File: config.mk
export PLATFORM = sky130hd
export DESIGN_NAME = core_param_cpu
export DESIGN_NICKNAME = d
export VERILOG_FILES = /design/src/rtl/core_param_cpu.sv
export SDC_FILE = /design/constraint.sdc
export NUM_CORES = 1
export LEC_CHECK = 0
export ABC_AREA = 0
export CORE_MARGIN = 3
export CORE_UTILIZATION = 43
export CTS_CLUSTER_DIAMETER = 50
export DETAILED_ROUTE_END_ITERATION = 16
export PLACE_DENSITY_LB_ADDON = 0.15
export RECOVER_POWER = 50
export SETUP_SLACK_MARGIN = 0.02
export SYNTH_ARGS = -nofsm -noshare
export SYNTH_HDL_FRONTEND = slang
export SYNTH_SLANG_ARGS = --single-unit
File: constraint.sdc
create_clock -name clk -period 3.2 [get_ports clk]
set_input_delay 0.48 -clock clk [delete_from_list [all_inputs] [get_ports clk]]
set_output_delay 0.48 -clock clk [all_outputs]
set_load 0.01 [all_outputs]
File: src/rtl/core_param_cpu.sv
// Parameterised accumulator-style CPU: 4-state FSM, register file, Z/C flags,
// writable program memory and a single registered I/O port.
module core_param_cpu #(
    parameter int DATA_W     = 8,
    parameter int NREG       = 4,
    parameter int PROG_DEPTH = 16,
    localparam int RW = $clog2(NREG),
    localparam int PW = $clog2(PROG_DEPTH),
    localparam int IW = 4 + 2*RW + DATA_W
) (
    input  logic              clk,
    input  logic              clear,
    input  logic              enable,
    input  logic              run,
    input  logic              prog_we,
    input  logic [PW-1:0]     prog_addr,
    input  logic [IW-1:0]     prog_data,
    input  logic [DATA_W-1:0] port_in,
    output logic [DATA_W-1:0] port_out,
    output logic              port_oe,
    output logic [PW-1:0]     pc,
    output logic              busy,
    output logic              halted
);

    typedef enum logic [1:0] {S_IDLE, S_FETCH, S_EXEC, S_HALT} state_t;
    typedef enum logic [3:0] {
        OP_NOP, OP_LDI, OP_MOV, OP_ADD, OP_SUB, OP_AND, OP_OR,  OP_XOR,
        OP_NOT, OP_IN,  OP_OUT, OP_JMP, OP_JZ,  OP_JC,  OP_SHL, OP_HALT
    } op_t;

    state_t            state;
    logic [IW-1:0]     mem [PROG_DEPTH];
    logic [IW-1:0]     ir;
    logic [DATA_W-1:0] regs [NREG];
    logic              z_flag, c_flag;

    op_t               op;
    logic [RW-1:0]     rd, rs;
    logic [DATA_W-1:0] imm, a, b;
    logic [DATA_W:0]   res;
    logic              wr_reg, upd_flags;
    logic [PW-1:0]     next_pc;

    assign op  = op_t'(ir[IW-1 -: 4]);
    assign rd  = ir[IW-5 -: RW];
    assign rs  = ir[IW-5-RW -: RW];
    assign imm = ir[DATA_W-1:0];
    assign a   = regs[rd];
    assign b   = regs[rs];

    // res[DATA_W] carries carry/borrow/shifted-out bit for flag-updating ops
    always_comb begin
        res       = '0;
        wr_reg    = 1'b0;
        upd_flags = 1'b0;
        next_pc   = pc + PW'(1);
        case (op)
            OP_LDI:  begin res = {1'b0, imm};         wr_reg = 1'b1; end
            OP_MOV:  begin res = {1'b0, b};           wr_reg = 1'b1; end
            OP_ADD:  begin res = {1'b0, a} + {1'b0, b}; wr_reg = 1'b1; upd_flags = 1'b1; end
            OP_SUB:  begin res = {1'b0, a} - {1'b0, b}; wr_reg = 1'b1; upd_flags = 1'b1; end
            OP_AND:  begin res = {1'b0, a & b};       wr_reg = 1'b1; upd_flags = 1'b1; end
            OP_OR:   begin res = {1'b0, a | b};       wr_reg = 1'b1; upd_flags = 1'b1; end
            OP_XOR:  begin res = {1'b0, a ^ b};       wr_reg = 1'b1; upd_flags = 1'b1; end
            OP_NOT:  begin res = {1'b0, ~a};          wr_reg = 1'b1; upd_flags = 1'b1; end
            OP_IN:   begin res = {1'b0, port_in};     wr_reg = 1'b1; end
            OP_SHL:  begin res = {a, 1'b0};           wr_reg = 1'b1; upd_flags = 1'b1; end
            OP_JMP:  next_pc = imm[PW-1:0];
            OP_JZ:   if (z_flag) next_pc = imm[PW-1:0];
            OP_JC:   if (c_flag) next_pc = imm[PW-1:0];
            OP_HALT: next_pc = pc;
            default: ;
        endcase
    end

    always_ff @(posedge clk or negedge clear) begin
        if (!clear) begin
            state    <= S_IDLE;
            pc       <= '0;
            ir       <= '0;
            z_flag   <= 1'b0;
            c_flag   <= 1'b0;
            port_out <= '0;
            port_oe  <= 1'b0;
            busy     <= 1'b0;
            halted   <= 1'b0;
            for (int unsigned i = 0; i < NREG; i++) regs[i] <= '0;
        end else begin
            case (state)
                S_IDLE, S_HALT: if (run) begin
                    state  <= S_FETCH;
                    pc     <= '0;
                    busy   <= 1'b1;
                    halted <= 1'b0;
                end
                S_FETCH: if (enable) begin
                    ir    <= mem[pc];
                    state <= S_EXEC;
                end
                S_EXEC: if (enable) begin
                    if (wr_reg) regs[rd] <= res[DATA_W-1:0];
                    if (upd_flags) begin
                        z_flag <= (res[DATA_W-1:0] == '0);
                        c_flag <= res[DATA_W];
                    end
                    if (op == OP_OUT) begin
                        port_out <= a;
                        port_oe  <= 1'b1;
                    end
                    if (op == OP_IN) port_oe <= 1'b0;
                    pc <= next_pc;
                    if (op == OP_HALT) begin
                        state  <= S_HALT;
                        busy   <= 1'b0;
                        halted <= 1'b1;
                    end else begin
                        state <= S_FETCH;
                    end
                end
                default: state <= S_IDLE;
            endcase
        end
    end

    // Program memory is deliberately not reset; loads are only accepted while stopped
    always_ff @(posedge clk) begin
        if (prog_we && (state == S_IDLE || state == S_HALT))
            mem[prog_addr] <= prog_data;
    end

endmodule
==> impl_results.md, run 1 <==
* Crit path cell chain: mux4_2 > inv_4 > ha_4 > buf_4 > and3_4 > nor2_1 > xnor2_1 > ha_1 > o21ai_2 > buf_4 > nor2_1 > or3_1 > nand4_1 > or4b_4 > o41ai_2
* Routing usage on met2 at 0.3443
* Yosys top cell area share at 0.5363
* # nets final at about 1.2k
* Main flop type after synthesis: edfxtp_1
* #FFs+latches synth at 323
* Final hold viol count at 0
* FP Rows at 66
* Netlist cell types at 66
* Die width at ~190 um
* PD cells at between 800 and 900 mW/mm2
* First-pass GRT wire length at between 50 and 60 mm
* Syn_area_per_cell at approximately 15 um2
* Total Routing Usage GR at 0.2004
* Pwr Total at roughly 0.016 W
* Final setup viols at 10
* Initial antenna violation count at 4
* Slowest CP cell: mux4_2
* Post-layout min period at between 3 and 4 ns
* GP Congestion at 0.8514
* Slew Viols, Final at between 60 and 70
* Max Clock Freq at ~310 MHz
* Worst r2r src: ir[8]$_DFFE_PN0P_
* Syn_nets at 1014
* Synth-to-Final Area Change at 21.57%
* Met3 Use GR at 0.02958
* DRC at 0
* Psw at around 0.0052 W
* Commonest non-fill, non-tap cells in the layout: edfxtp_1 (256), buf_4 (98), nand2_1 (96)
* EDFF count, synth at roughly 260
* Req. time, crit path at around 3.6 ns
* RSZ-0062 raised after global routing: yes
* Sequential power share at 0.333
* Port Buf Inserts at 47
* Sw Share at 0.3347
* Clock power share at 0.260
* Core area at roughly 0.033 mm2
* Worst Setup End Kind: flop
* CP startpoint kind: flop
* Fill count at roughly 2.7k
* Synth Instances at 951
* Vias at 8672
* Worst R2R End: z_flag$_DFFE_PN0P_
* Grt total ovfl at 0
* Gate power share at 0.406
* Clock Latency Late Sink at ~0.54 ns
* Critical Path Max Stage Delay at ~0.55 ns
* Crit path to: z_flag$_DFFE_PN0P_
* Worst hold path type: in -> async
* Pre-antenna DRT Iters at 5
* Commonest non-fill, non-tap cell in the layout: edfxtp_1
* Vias in the first global route at a little under 9k
* Seq/Total Area, Yosys at 0.6533
* Post-Syn Area at ~0.014 mm2
* Total of warnings raised by yosys at 0
* Routed length per placed instance at 22.64 um
* Remaining antenna violation count at 0
* Chip height at around 190 um
* Vias per inst at between 5 and 6
* Clock skew at approximately 0.019 ns
* Setup WS post-layout at -0.06777 ns
* Crit path from: ir[8]$_DFFE_PN0P_
* TNS Setup at -0.3999 ns
* Wirelength, routed at roughly 35 mm
* Grt peak-use layer: met2
* Worst-path maximum fanout at 4
* Tightest Pin Transition at ~1.7 ns
* Status: finished, violations left
* DR iter-0 viols at around 530
* Reg2Reg Depth at 15
* Final Hold Slack at roughly 0.38 ns
* Die area at 0.03556 mm2
* Period utilization at 1.021
* Detailed placement HPWL at roughly 22 mm
* Post-route design area at between 0.015 and 0.02 mm2
* Top cells by area, synth: edfxtp_1 (54%), dfrtp_1 (12%), mux4_2 (6.8%)
* WS Path Type: reg -> reg
* Largest net degree at the start of global routing at between 60 and 70
* Ratio of cells with drive above 1 in the final layout at 0.2625
* Maximum vdd drop at ~0.83 mV
* CTS Hold Bufs at 0
* Placed instance area at roughly 0.016 mm2
* Initial core utilization at 0.4383
* Synth area leader: edfxtp_1
* FF-to-FF setup slack at -0.07 ns
* Maxcap violations at 1
* CTS tree: done
* Signal arrival time at the worst endpoint at 3.70 ns
* Root Driver: clkbuf_16
* Max H-tree Level at 2
* Ports at 48
* P_int at 0.01032 W
* Final core occ at 0.5329
* FFs w/ async S/R, synth at 0.2074
* Reg clk slew, reported paths at 0.06 ns
* Met1 layer usage reported by global route at 0.2658
* Static Leak at 6.086 nW
* Num Clock Sinks at approximately 320
* Failing checks: max-capacitance violations, max-slew violations, negative setup slack
* Worst-case clock buffer depth at 3
* TritonCTS Buffers at 37
* Slew margin rel. at -0.1551
area by class of cell:
cell class              instances  area [um2]  share of cell area
flip-flops and latches        323        9370              0.5377
repair buffers                154        1356             0.07783
inverters                      27       106.4            0.006103
multi-input cells             548        4868              0.2794
clock buffers                  43       969.7             0.05565
well taps                     442       553.0             0.03174
clock inverters                21       196.4             0.01127
diodes                          2       5.005           0.0002872
worst max-delay path, delay by kind of cell (launching register included):
kind            cells  cell delay [ns]
xor+xnor            1             0.12
buf+inv             3             0.33
fa+ha+maj           2             0.47
simple gates        6             1.02
flops               1             0.40
compound gates      2             0.28
mux                 1             0.55
per-stage QoR:
step           instances  setup WS [ns]
2_1_floorplan        951        0.01878
3_3_place_gp        1478        -0.1151
3_5_place_dp        1478        -0.1765
4_1_cts             1549       -0.05543
5_1_grt             1559        -0.2555
6_report            1560       -0.06777
synthesized netlist by cell type, types with 4 or more instances:
cell      instances
nand2_1          97
o221ai_1         49
nand3_1           6
nor2_1           46
a21oi_1          18
nand2b_1          9
mux4_1            5
nor3b_1           4
ha_1             29
mux2_2           25
o22ai_1           4
dfrtp_1          67
a221oi_1          4
nand3b_1          5
clkbuf_1         30
buf_2            10
edfxtp_1        256
buf_1            10
nor3_1            6
xnor2_1           8
inv_1            26
a22oi_1           7
o21ai_0          54
mux2i_1          70
mux4_2           43
layer usage:
| layer | routed length (um) | share of wire | up-vias |
|---|---|---|---|
| met2 | 17950 | 0.51 | 225 |
| met5 | 0 | 0 | - |
| li1 | - | - | 4011 |
| met1 | 14660 | 0.41 | 4375 |
| met3 | 1825 | 0.052 | 61 |
| met4 | 898 | 0.025 | 0 |
how the worst min path moves through the flow:
stage | endpoint | start | slack (ns) | cells past startpoint
after floorplan | busy$_DFFE_PN0P_ | clear | 0.18 | 0
after CTS | port_out[7]$_DFFE_PN0P_ | clear | 0.10 | 1
final | port_out[7]$_DFFE_PN0P_ | clear | 0.38 | 1
after detailed placement | regs[4]$_DFFE_PN0P_ | regs[4]$_DFFE_PN0P_ | 0.49 | 2
after global placement | regs[14]$_DFFE_PN0P_ | regs[14]$_DFFE_PN0P_ | 0.47 | 2
after global routing | port_out[0]$_DFFE_PN0P_ | port_out[0]$_DFFE_PN0P_ | 0.53 | 1
kinds of logic after synthesis:
| family | share of synthesized area |
|---|---|
| flip-flops | 0.6533 |
| AND/OR/NAND/NOR | 0.06206 |
| AO/OA/AOI/OAI | 0.08144 |
| multiplexers | 0.1468 |
| buffers and inverters | 0.02296 |
| adder cells (fa/ha/maj) | 0.02671 |
| XOR/XNOR | 0.006722 |
state kept, by name, summed over array words and instances (netlist names):
name,cells
halted,1
busy,1
state,2
mem,256
c_flag,1
port_oe,1
z_flag,1
pc,4
ir,16
port_out,8
regs,32
power by group through the flow:
stage	clock network, W	registers (W)	logic, W
after floorplan	0	0.00514	0.00340
after global placement	0	0.00524	0.00526
after detailed placement	0	0.00525	0.00531
after CTS	0.00413	0.00517	0.00585
after global routing	0.00431	0.00521	0.00684
final	0.00404	0.00517	0.00630
repair_timing:
item	in CTS	in global routing
endpoints found under the hold margin	0	0
buffers inserted	7	9
endpoints found under the setup margin	15	20
pin swaps	5	10
gates resized for setup	28	22
Note: power is estimated with default switching activity, not from simulation.
==> inputs of run 2 (changes only) <==
Settings changed: CORE_MARGIN 3 to default, SKIP_CTS_REPAIR_TIMING from default to 1.
==> impl_results.md, run 2 (same netlist as run 1, synthesis figures left out) <==
* Crit path to: z_flag$_DFFE_PN0P_
* Slew Viols, Final at 68 (unchanged)
* Req. time, crit path at 3.63 ns (about the same)
* Max H-tree Level at 2 (unchanged)
* Slowest CP cell: mux4_2
* Ports at 48 (unchanged)
* Reg clk slew, reported paths at 0.06 ns (about the same)
* First-pass GRT wire length at 52.55 mm (-1.8%)
* Reg with most FFs: mem
* Clock skew at 0.01633 ns (-0.002240 ns)
* Commonest non-fill, non-tap cells in the layout: edfxtp_1 (256), nand2_1 (96), buf_4 (93)
* Largest net degree at the start of global routing at 68 (unchanged)
* Setup WS post-layout at -0.07337 ns (-0.005598 ns)
* Grt total ovfl at 0 (unchanged)
* Slew margin rel. at -0.1668 (-0.01165)
* PD cells at 885.9 mW/mm2 (-0.43%)
* Ratio of cells with drive above 1 in the final layout at 0.2525 (-0.01008)
* Placed instance area at 0.01597 mm2 (about the same)
* Worst Setup End Kind: flop
* Maxcap violations at 1 (unchanged)
* Clock Latency Late Sink at 0.53 ns (about the same)
* Crit path cell chain: mux4_2 > inv_4 > ha_4 > nor2_4 > xnor2_2 > ha_4 > buf_6 > xnor2_2 > o22ai_1 > or3_4 > nor2_4 > or4b_4 > o41ai_2
* Vias at 8643 (-0.33%)
* WS Path Type: reg -> reg
* Worst hold path type: in -> async
* Remaining antenna violation count at 0 (unchanged)
* TritonCTS Buffers at 38 (+2.7%)
* Fill count at 2746 (+1.3%)
* Largest regs: mem x256, regs x32, ir x16
* Worst r2r src: ir[8]$_DFFE_PN0P_
* Post-layout min period at 3.273 ns (+0.005597 ns)
* Tightest Pin Transition at 1.750 ns (+0.01748 ns)
* Crit path from: ir[8]$_DFFE_PN0P_
* Vias per inst at 5.540 (-0.33%)
* Static Leak at 6.114 nW (+0.46%)
* FF-to-FF setup slack at -0.07 ns (about the same)
* Chip height at 184.6 um (-2.1%)
* Maximum vdd drop at 0.7070 mV (-15%)
* Num Clock Sinks at 323 (unchanged)
* RSZ-0062 raised after global routing: yes
* # nets final at 1151 (-0.26%)
* Root Driver: clkbuf_16
* Failing checks: max-capacitance violations, max-slew violations, negative setup slack
* Post-route design area at 0.01743 mm2 (about the same)
* Status: finished, violations left
* Die width at 184.6 um (-2.1%)
* Port Buf Inserts at 47 (unchanged)
* Area taken by multi-input logic gates at 0.004842 mm2 (-0.54%)
* GP Congestion at 0.8504 (-0.12%)
* Pre-antenna DRT Iters at 5 (unchanged)
* FF/Latch Area at 0.009370 mm2 (unchanged)
* DR iter-0 viols at 558 (+5.7%)
* DRC at 0 (unchanged)
* Critical Path Max Stage Delay at 0.56 ns (about the same)
* Final setup viols at 5 (-5)
* Max Clock Freq at 305.5 MHz (-0.17%)
* Die area at 0.03407 mm2 (-4.2%)
* Worst-path maximum fanout at 4 (unchanged)
* Detailed placement HPWL at 22.32 mm (+1.1%)
* Final core occ at 0.5330 (about the same)
* Routed length per placed instance at 22.02 um (-2.8%)
* CP startpoint kind: flop
* Worst-case clock buffer depth at 3 (unchanged)
* CTS tree: done
* FP Rows at 66 (unchanged)
* Signal arrival time at the worst endpoint at 3.70 ns (about the same)
* Period utilization at 1.023 (+0.001749)
* Synth-to-Final Area Change at 21.60% (about the same)
* Core area at 0.03270 mm2 (unchanged)
* Worst R2R End: z_flag$_DFFE_PN0P_
* Max FFs per register at 256 (unchanged)
* Total Routing Usage GR at 0.2112 (+0.01087)
* Final hold viol count at 0 (unchanged)
* Initial core utilization at 0.4383 (unchanged)
* Reg2Reg Depth at 13 (-2)
* Vias in the first global route at 8628 (-0.76%)
* Initial antenna violation count at 2 (-2)
* Wirelength, routed at 34.35 mm (-2.8%)
* Commonest non-fill, non-tap cell in the layout: edfxtp_1
## run 2: cell types whose count changed in the layout (fill, tap and decap cells not counted), moves of 3 or more
cell	previous run	this run
clkinv_2	4	8
buf_4	98	93
clkinv_1	5	8
buf_6	1	5
o21ai_2	4	1
inv_6	4	0
clkbuf_1	6	3
## run 2: how the worst min path moves through the flow
stage | end | cells past startpoint | slack, ns
floorplan | busy$_DFFE_PN0P_ | 0 | 0.18
global placement | regs[16]$_DFFE_PN0P_ | 2 | 0.48
detailed placement | regs[16]$_DFFE_PN0P_ | 2 | 0.49
CTS | port_out[7]$_DFFE_PN0P_ | 1 | 0.09
global route | port_out[6]$_DFFE_PN0P_ | 1 | 0.52
finish | port_out[0]$_DFFE_PN0P_ | 1 | 0.39
## run 2: layout make-up
cell class	instances	area share
sequential	323	0.5376
multi-input combinational	548	0.2778
timing repair buffer	150	0.07573
clock buffer	43	0.05678
tap	442	0.03173
clock inverter	26	0.01414
inverter	27	0.006101
antenna	1	0.0001436
## run 2: stage by stage
step	setup TNS [ns]	hold WS [ns]	worst slack [ns]	cells	total power (W)
after floorplan	0	0.1844	0.01878	951	0.008540
after detailed placement	-1.541	0.4942	-0.1867	1482	0.01061
after global placement	-0.6643	0.4818	-0.1337	1482	0.01057
final	-0.2470	0.3855	-0.07337	1560	0.01544
after CTS	-1.675	0.09166	-0.2088	1551	0.01489
after global routing	-1.606	0.5213	-0.2740	1559	0.01633
## run 2: critical path: cells and delay by family, from the launching register on
family                     cells  cell delay, ns
AOI/OAI and AO/OA              2            0.29
xor gates and xnor gates       2            0.30
adders and majority gates      2            0.39
buffers and inverters          2            0.23
DFF                            1            0.41
muxes                          1            0.56
and+or+nand+nor                4            1.00
## run 2: report_power, final
group          switching [W]  leakage (nW)  internal (W)
clock                0.00172         0.604       0.00250
sequential          0.000295          3.19       0.00491
combinational        0.00306          2.32       0.00297
## run 2: layer usage
metal / routed length (um) / vias up / GRT usage
li1: - / 4004 / -
met1: 15060 / 4362 / 0.2821
met2: 16490 / 201 / 0.3451
met3: 1548 / 74 / 0.03636
met4: 1242 / 2 / 0.08000
met5: 15 / - / 0
==> inputs of run 3 (changes only) <==
Settings changed: ABC_CLOCK_PERIOD_IN_PS from default to 3200, MAX_ROUTING_LAYER from default to met4.
==> impl_results.md, run 3 (same netlist as run 1, synthesis figures left out) <==
* Status: finished, violations left
* Failing checks: max-capacitance violations, max-slew violations, negative setup slack
* FP Rows at 66 (unchanged)
* GP Congestion at 0.8638 (+1.6%)
* Grt total ovfl at 0 (unchanged)
* Vias per inst at 5.546 (+0.10%)
* RSZ-0062 raised after global routing: yes
* Num Clock Sinks at 323 (unchanged)
* CP startpoint kind: flop
* Maxcap violations at 1 (unchanged)
* Initial core utilization at 0.4383 (unchanged)
* Pre-antenna DRT Iters at 6 (+1)
* Remaining antenna violation count at 0 (unchanged)
* Clock skew at 0.01628 ns (-0.00005010 ns)
* Delay-heaviest family, CP: simple AND/OR/NAND/NOR gates
* DRC at 0 (unchanged)
* Slew margin rel. at -0.1460 (+0.02080)
* Reg clk slew, reported paths at 0.06 ns (about the same)
* Routed wl met3 at 1.642 mm (+6.1%)
* Chip height at 184.6 um (unchanged)
* Tightest Pin Transition at 1.719 ns (-0.03120 ns)
* TNS Setup at -0.1852 ns (+0.06185 ns)
* Final hold viol count at 0 (unchanged)
* Detailed placement HPWL at 22.32 mm (unchanged)
* Final setup viols at 6 (+1)
* Total Routing Usage GR at 0.2173 (+0.006100)
* Max FFs per register at 256 (unchanged)
* Root Driver: clkbuf_16
* Worst hold path type: in -> async
* Worst-path maximum fanout at 4 (unchanged)
* Largest net degree at the start of global routing at 68 (unchanged)
* Static Leak at 6.063 nW (-0.84%)
* Fill count at 2756 (+0.36%)
* Crit path cell chain: mux4_2 > inv_4 > ha_4 > mux2i_4 > fa_2 > buf_4 > xnor2_2 > o22ai_1 > or3_4 > nor2_4 > or4b_4 > o41ai_2
* Setup WS post-layout at -0.05796 ns (+0.01540 ns)
* Synth-to-Final Area Change at 20.79%
* Buf/Inv on CP at 2 (unchanged)
* Post-route design area at 0.01731 mm2 (-0.67%)
* Routed length per placed instance at 22.06 um (+0.19%)
* Post-layout min period at 3.258 ns (-0.01540 ns)
* M1 wire length at 14.90 mm (-1.0%)
* Ports at 48 (unchanged)
* TritonCTS Buffers at 38 (unchanged)
* Slowest CP cell: mux4_2
* Final core occ at 0.5295 (-0.003559)
* Critical Path Max Stage Delay at 0.56 ns (about the same)
* Initial antenna violation count at 2 (unchanged)
* Commonest non-fill, non-tap cells in the layout: edfxtp_1 (256), nand2_1 (97), buf_4 (90)
* Wire length on met2 at 16.53 mm (+0.22%)
* Die area at 0.03407 mm2 (unchanged)
* Clock Latency Late Sink at 0.54 ns (about the same)
* Highest routed layer: met4
* Commonest non-fill, non-tap cell in the layout: edfxtp_1
* Max Clock Freq at 306.9 MHz (+0.47%)
* Placed instance area at 0.01597 mm2 (unchanged)
* Vias at 8624 (-0.22%)
* Die width at 184.6 um (unchanged)
* Req. time, crit path at 3.63 ns (about the same)
* Reg with most FFs: mem
* Wirelength, routed at 34.31 mm (-0.13%)
* Signal arrival time at the worst endpoint at 3.69 ns (about the same)
* DR iter-0 viols at 617 (+11%)
* Max H-tree Level at 2 (unchanged)
* Pwr Total at 0.01505 W (-2.5%)
* CTS tree: done
* Worst Setup End Kind: flop
* Largest regs: mem x256, regs x32, ir x16
* PD cells at 869.5 mW/mm2 (-1.9%)
* Slew Viols, Final at 68 (unchanged)
* Port Buf Inserts at 47 (unchanged)
* WS Path Type: reg -> reg
* First-pass GRT wire length at 52.47 mm (-0.16%)
* Worst-case clock buffer depth at 3 (unchanged)
* Maximum vdd drop at 0.6724 mV (-4.9%)
* Vias in the first global route at 8614 (-0.16%)
* # nets final at 1145 (-0.52%)
* Period utilization at 1.018 (-0.004814)
* Ratio of cells with drive above 1 in the final layout at 0.2421 (-0.01034)
* Core area at 0.03270 mm2 (unchanged)
run 3: changes by cell type in the layout (fill, tap and decap cells not counted), sizes merged:
cell | before | now
diode | 1 | 2
buf | 103 | 97
run 3: stage by stage:
step                      setup WS (ns)  cells  hold WS, ns
final                          -0.05796   1555       0.3682
after global placement          -0.1337   1482       0.4818
after floorplan                 0.01878    951       0.1844
after CTS                       -0.2088   1551      0.09166
after global routing            -0.2509   1555       0.5213
after detailed placement        -0.1867   1482       0.4942
run 3: routing by layer:
layer / track usage / vias to the layer above
met5: - / -
met4: 0.08100 / 0
met3: 0.03636 / 76
met2: 0.3452 / 233
met1: 0.2807 / 4324
li1: - / 3991
run 3: cell type report:
| cell class | instances | area, um2 | area share |
|---|---|---|---|
| well taps | 442 | 553.0 | 0.03194 |
| diodes | 2 | 5.005 | 0.0002891 |
| clock buffers | 43 | 989.7 | 0.05716 |
| inverters | 27 | 103.9 | 0.005998 |
| repair buffers | 144 | 1264 | 0.07299 |
| clock inverters | 26 | 246.5 | 0.01424 |
| multi-input cells | 548 | 4782 | 0.2762 |
| flip-flops and latches | 323 | 9370 | 0.5412 |
run 3: path summary, 6_finish.rpt:
check | from | to | slack [ns] | cells past startpoint
min in group clk | port_out[5]$_DFFE_PN0P_ | port_out[5]$_DFFE_PN0P_ | 0.50 | 1
hold reg to reg | port_out[5]$_DFFE_PN0P_ | port_out[5]$_DFFE_PN0P_ | 0.50 | 1
setup reg to reg | ir[8]$_DFFE_PN0P_ | z_flag$_DFFE_PN0P_ | -0.06 | 12
setup / recovery | ir[8]$_DFFE_PN0P_ | z_flag$_DFFE_PN0P_ | -0.06 | 12
max in group asynchronous | clear | pc[0]$_DFFE_PN0P_ | 1.60 | 1
hold / removal | clear | port_out[7]$_DFFE_PN0P_ | 0.37 | 1
run 3: where the power goes:
group          switching (W)  internal, W  leakage, nW
clock network        0.00172      0.00250        0.604
logic                0.00293      0.00271         2.27
registers           0.000296      0.00491         3.19
total                0.00494       0.0101         6.06
run 3: worst reg2reg max path, delay by kind of cell (launching register included):
family	cells	cell delay, ns
XOR/XNOR	1	0.11
buffers and inverters	2	0.25
adder cells (fa/ha/maj)	2	0.52
flip-flops	1	0.41
multiplexers	2	0.63
AO/OA/AOI/OAI	2	0.28
AND/OR/NAND/NOR	3	0.96
